--- config.mk ---
export PLATFORM = sky130hd
export DESIGN_NAME = lsu
export DESIGN_NICKNAME = d
export VERILOG_FILES = /design/src/rtl/lsu.sv
export SDC_FILE = /design/constraint.sdc
export NUM_CORES = 1
export LEC_CHECK = 0
export ABC_AREA = 1
export BUFFER_PORTS_ARGS = -buffer_cell sky130_fd_sc_hd__buf_2
export CORE_MARGIN = 1
export CORE_UTILIZATION = 45
export DETAILED_ROUTE_END_ITERATION = 12
export PLACE_DENSITY = 0.76
export SLEW_MARGIN = 20
export SYNTH_ARGS = -nofsm -noshare
export SYNTH_HDL_FRONTEND = slang
export SYNTH_SLANG_ARGS = --single-unit
--- constraint.sdc ---
create_clock -name LSU_Clk -period 4.1 [get_ports LSU_Clk]
set_input_delay 0.82 -clock LSU_Clk [delete_from_list [all_inputs] [get_ports LSU_Clk]]
set_output_delay 0.82 -clock LSU_Clk [all_outputs]
set_load 0.01 [all_outputs]
--- src/rtl/lsu.sv ---
// Load/store unit: accepts one RISC-V load/store at a time, drives a byte-addressed
// data memory, and returns a sign/zero-extended load result or an alignment error.
module lsu #(
  parameter int unsigned ADDR_BITWIDTH = 10
) (
  input  logic                     LSU_Clk,
  input  logic                     LSU_Reset_n,
  input  logic                     LSU_Req_Valid,
  output logic                     LSU_Req_Ready,
  input  logic                     LSU_Req_We,
  input  logic [2:0]               LSU_Req_Funct3,
  input  logic [31:0]              LSU_Req_Addr,
  input  logic [31:0]              LSU_Req_Wdata,
  output logic                     LSU_Rsp_Valid,
  output logic [31:0]              LSU_Rsp_Rdata,
  output logic                     LSU_Rsp_Error,
  output logic                     LSU_Mem_We,
  output logic                     LSU_Mem_Re,
  output logic [3:0]               LSU_Mem_Byteenable,
  output logic [ADDR_BITWIDTH-1:0] LSU_Mem_Address,
  output logic [31:0]              LSU_Mem_Data_Out,
  input  logic [31:0]              LSU_Mem_Data_In
);

  localparam int unsigned DATA_W = 32;
  localparam int unsigned F3_W   = 3;
  localparam int unsigned BE_W   = 4;

  typedef enum logic [1:0] {
    IDLE  = 2'd0,
    ISSUE = 2'd1,
    WAIT  = 2'd2,
    RESP  = 2'd3
  } state_t;

  state_t            state;
  logic              lat_we;
  logic [F3_W-1:0]   lat_funct3;

  logic [BE_W-1:0]   req_be_c;
  logic              req_err_c;
  logic [DATA_W-1:0] load_ext_c;

  // Address bits above the memory window are intentionally dropped.
  logic unused_addr_bits;
  assign unused_addr_bits = ^LSU_Req_Addr[31:ADDR_BITWIDTH];

  // Size decode and legality check of the incoming request.
  always_comb begin
    req_be_c  = '0;
    req_err_c = 1'b0;
    case (LSU_Req_Funct3[1:0])
      2'b00: req_be_c = 4'b0001;
      2'b01: begin
        req_be_c  = 4'b0011;
        req_err_c = LSU_Req_Addr[0];
      end
      2'b10: begin
        req_be_c  = 4'b1111;
        req_err_c = (LSU_Req_Addr[1:0] != 2'b00);
      end
      default: req_err_c = 1'b1;
    endcase
    // Unsigned variants exist only for B/H loads.
    if (LSU_Req_Funct3[2] && (LSU_Req_We || LSU_Req_Funct3[1]))
      req_err_c = 1'b1;
  end

  // Extension of the returned read data according to the latched access type.
  always_comb begin
    load_ext_c = LSU_Mem_Data_In;
    case (lat_funct3)
      3'b000:  load_ext_c = {{24{LSU_Mem_Data_In[7]}},  LSU_Mem_Data_In[7:0]};
      3'b001:  load_ext_c = {{16{LSU_Mem_Data_In[15]}}, LSU_Mem_Data_In[15:0]};
      3'b100:  load_ext_c = {24'd0, LSU_Mem_Data_In[7:0]};
      3'b101:  load_ext_c = {16'd0, LSU_Mem_Data_In[15:0]};
      default: load_ext_c = LSU_Mem_Data_In;
    endcase
  end

  // Control FSM with registered memory and response outputs; Mem_Address doubles
  // as the latched request address while an access is in flight.
  always_ff @(posedge LSU_Clk or negedge LSU_Reset_n) begin
    if (!LSU_Reset_n) begin
      state              <= IDLE;
      lat_we             <= 1'b0;
      lat_funct3         <= '0;
      LSU_Req_Ready      <= 1'b1;
      LSU_Rsp_Valid      <= 1'b0;
      LSU_Rsp_Rdata      <= '0;
      LSU_Rsp_Error      <= 1'b0;
      LSU_Mem_We         <= 1'b0;
      LSU_Mem_Re         <= 1'b0;
      LSU_Mem_Byteenable <= '0;
      LSU_Mem_Address    <= '0;
      LSU_Mem_Data_Out   <= '0;
    end else begin
      case (state)
        IDLE: begin
          if (LSU_Req_Valid) begin
            LSU_Req_Ready <= 1'b0;
            lat_we        <= LSU_Req_We;
            lat_funct3    <= LSU_Req_Funct3;
            if (req_err_c) begin
              state         <= RESP;
              LSU_Rsp_Valid <= 1'b1;
              LSU_Rsp_Rdata <= '0;
              LSU_Rsp_Error <= 1'b1;
            end else begin
              state              <= ISSUE;
              LSU_Mem_We         <= LSU_Req_We;
              LSU_Mem_Re         <= !LSU_Req_We;
              LSU_Mem_Byteenable <= req_be_c;
              LSU_Mem_Address    <= LSU_Req_Addr[ADDR_BITWIDTH-1:0];
              LSU_Mem_Data_Out   <= LSU_Req_Wdata;
            end
          end
        end
        ISSUE: begin
          if (lat_we) begin
            state              <= RESP;
            LSU_Rsp_Valid      <= 1'b1;
            LSU_Rsp_Rdata      <= '0;
            LSU_Rsp_Error      <= 1'b0;
            LSU_Mem_We         <= 1'b0;
            LSU_Mem_Re         <= 1'b0;
            LSU_Mem_Byteenable <= '0;
            LSU_Mem_Address    <= '0;
            LSU_Mem_Data_Out   <= '0;
          end else begin
            state      <= WAIT;
            LSU_Mem_We <= 1'b0;
            LSU_Mem_Re <= 1'b1;
          end
        end
        WAIT: begin
          state              <= RESP;
          LSU_Rsp_Valid      <= 1'b1;
          LSU_Rsp_Rdata      <= load_ext_c;
          LSU_Rsp_Error      <= 1'b0;
          LSU_Mem_We         <= 1'b0;
          LSU_Mem_Re         <= 1'b0;
          LSU_Mem_Byteenable <= '0;
          LSU_Mem_Address    <= '0;
          LSU_Mem_Data_Out   <= '0;
        end
        RESP: begin
          state         <= IDLE;
          LSU_Req_Ready <= 1'b1;
          LSU_Rsp_Valid <= 1'b0;
          LSU_Rsp_Rdata <= '0;
          LSU_Rsp_Error <= 1'b0;
        end
        default: state <= IDLE;
      endcase
    end
  end

endmodule

==> metrics.md <==
| Metric | Value |
|---|---|
| Critical path launch point type | `primary input` |
| Largest cells by area after synthesis | `dfrtp_1 51%, nand2_1 17%, nor2_1 7.3%` |
| Syn. warnings | `0` |
| Switching power | `2.03 mW` |
| Overflow after GRT | `0` |
| Pre-CTS setup slack | `1.19 ns` |
| Largest net degree at the start of global routing | `between 70 and 80` |
| Final setup margin | `1.57 ns` |
| Total CTS buffers | `9` |
| Synth Net Count | `about 670` |
| Sequential fraction of the synthesis area | `about half` |
| Routed WL | `9910 um` |
| WL/cell | `11.8 um` |
| Worst skew pair latency | `about 0.34 ns` |
| Crit-path max FO | `45` |
| Prevailing post-synth register cell | `dfrtp_1` |
| Post-Syn Area | `approximately 4300 um^2` |
| CP peak stage delay | `roughly 0.55 ns` |
| Most frequent cell after synthesis | `nand2_1` |
| Static Leak | `~3.3 nW` |
| Footprint of the multi-input gates | `~1700 um^2` |
| Starting Density | `roughly 47%` |
| Sequential fraction of design power | `33.7%` |
| Clock Path Buffers | `2` |
| Slew HR | `about 40%` |
| # setup viols final | `0` |
| Hold Fails Final Rpt | `0` |
| H-Tree Depth | `3` |
| Resize count post-CTS | `0` |
| Layout cells sized above 1 | `28.1%` |
| CTS tree | `yes` |
| Type of the most critical hold path | `reg -> reg` |
| Fmax | `395 MHz` |
| Number of synthesized register bits | `88` |
| Cell mode on critical path | `nand2_1` |
| Slowest cell on the critical path | `nand2_2` |
| DRT iter0 DRCs | `141` |
| Pwr Density | `between 800 and 900 nW/um^2` |
| Async SR Flop Fraction | `between 90% and 100%` |
| Post-Synthesis Cells | `roughly 560` |
| Number of global-route vias before repair | `3767` |
| Skew final | `~0.013 ns` |
| Register area | `roughly 2200 um^2` |
| Worst-case hold slack | `around 0.47 ns` |
| Yosys top cell area share | `about half` |
| Max-cap violations | `0` |
| Vias per cell | `~4.6` |
| Comb power frac | `between 50% and 60%` |
| Data arrival time of the worst path | `around 2.8 ns` |
| Fillers | `about 900` |
| Postcts setup bufs | `0` |
| CP Capture Type | `flop` |
| First-pass GRT wire length | `about 16000 um` |
| Status | `complete, no violations` |
| Setup tns final | `0 ns` |
| Switching Share | `47.3%` |
| RSZ-0062 raised after global routing | `false` |
| Avg Inst Size Synth | `between 7 and 8 um^2` |
| Placement Rows | `35` |
| Yosys cell types | `21` |
| Port bufs | `163` |
| Die area | `between 9000 and 10000 um^2` |
| Cell Chain, Critical Path | `buf_2 > inv_1 > ha_1 > nand2_1 > nand2_1 > nor2_1 > nand3_1 > nand2_2 > nand2_8 > nand2_1 > nand2_1` |
| Core area | `between 9000 and 10000 um^2` |
| Gr usage total | `20.5%` |
| DIE WIDTH | `between 90 and 100 um` |
| Final Util | `57.4%` |
| Initial antenna violation count | `1` |
| Final period util | `~62%` |
| Clock slew at reported path FFs | `approximately 0.080 ns` |
| Area Growth Syn to Fin | `23.3%` |
| CTS Root Cell | `clkbuf_8` |
| Clock group share of total power | `about an eighth` |
| Slew at the pin closest to its max-slew limit | `roughly 0.9 ns` |
| Synth cell count leaders | `193 x nand2_1, 87 x dfrtp_1, 84 x nor2_1` |
| Number of synthesized flops with an enable pin | `0` |
| DRT antenna net count | `0` |
| Total number of vias | `3913` |
| Slew Viols, Final | `0` |
| CTS Sinks | `a little under 90` |
| Setup CP Type | `in -> reg` |
| Post-DP HPWL | `6690 um` |
| Post-Layout Cell Count | `about 840` |
| I/O pin cnt | `186` |
| Pint | `around 2.3 mW` |
| Die Ht | `approximately 100 um` |
| Final Critical Period | `between 2 and 3 ns` |
| Max VDD drop | `roughly 0.44 mV` |
| Cell Count Post-Placement | `827` |
| Hold Buf Count CTS | `0` |
| GP Congestion | `0.768` |
| Worst Path Required | `~4.3 ns` |
| Synth area leader | `dfrtp_1` |
| Final net count | `821` |
| Residual DRC | `0` |
| Drt first pass iters | `4` |
[critical path, delay by kind of cell]
family / cells / cell delay (ns)
fa+ha+maj: 1 / 0.17
simple gates: 8 / 1.55
buf+inv: 2 / 0.20
[registers in the layout (all words and copies together) (netlist names)]
name	cells
LSU_Mem_Data_Out	32
LSU_Rsp_Rdata	32
LSU_Mem_Address	10
LSU_Mem_Byteenable	3
lat_funct3	3
state	2
LSU_Mem_Re	1
LSU_Mem_We	1
LSU_Req_Ready	1
LSU_Rsp_Error	1
LSU_Rsp_Valid	1
lat_we	1
[power by group through the flow]
stage               Clock, mW  Sequential [mW]  Combinational [mW]
CTS                     0.588             1.45                2.31
finish                  0.562             1.44                2.28
floorplan                   0             1.61                1.56
global route            0.607             1.49                2.60
global placement            0             1.45                2.24
detailed placement          0             1.46                2.32
[metrics by stage]
stage	total power, mW	instance area (um^2)
final	4.29	5300
after global routing	4.69	5300
after CTS	4.35	5300
after detailed placement	3.77	5120
after global placement	3.68	5120
after floorplan	3.18	4300
[worst paths after layout]
check	from	to	slack [ns]	depth (start not counted)
max in group asynchronous	LSU_Reset_n	LSU_Mem_Address[9]	2.71	2
min in group asynchronous	LSU_Reset_n	LSU_Rsp_Rdata[27]	0.62	1
max reg2reg	state[0]	LSU_Mem_Data_Out[22]	1.74	10
min	LSU_Mem_Data_Out[24]	LSU_Mem_Data_Out[24]	0.47	2
min reg2reg	LSU_Mem_Data_Out[24]	LSU_Mem_Data_Out[24]	0.47	2
max	LSU_Req_Funct3[1]	LSU_Mem_Data_Out[22]	1.57	11
[routing by layer]
metal | vias up | share of wire [%] | track usage, %
met4 | 0 | 0.59 | 7.01
met1 | 1781 | 45 | 25.5
met5 | - | 0 | 0
met3 | 4 | 7.9 | 5.06
met2 | 135 | 47 | 34.8
li1 | 1993 | - | -
[kinds of logic after synthesis]
group | Yosys count | synth area share [%]
adders and majority gates | 9 | 2.62
AOI/OAI and AO/OA | 30 | 3.61
DFF | 88 | 51.3
and+or+nand+nor | 344 | 32.9
buffers and inverters | 90 | 9.66
[cells in the final DEF (no fill, tap or decap), types with 3 or more instances in the layout]
cell type / netlist / routed
inv_2: 3 / 3
dfrtp_1: 87 / 87
nand2_2: 13 / 13
ha_1: 9 / 9
buf_2: 14 / 162
nor2_1: 84 / 84
buf_4: 4 / 6
nand2_1: 193 / 193
o21ai_0: 26 / 26
inv_1: 55 / 55
clkbuf_8: 0 / 9
nand3_1: 51 / 51
[final cells by class]
type	count	area share [%]
Timing Repair Buffer	168	16.1
Sequential cell	88	41.6
Clock buffer	10	2.41
Multi-Input combinational cell	383	31.7
Clock inverter	4	0.897
Tap cell	129	3.05
Antenna cell	1	0.0472
Inverter	59	4.18
Note: power is estimated with default switching activity, not from simulation.
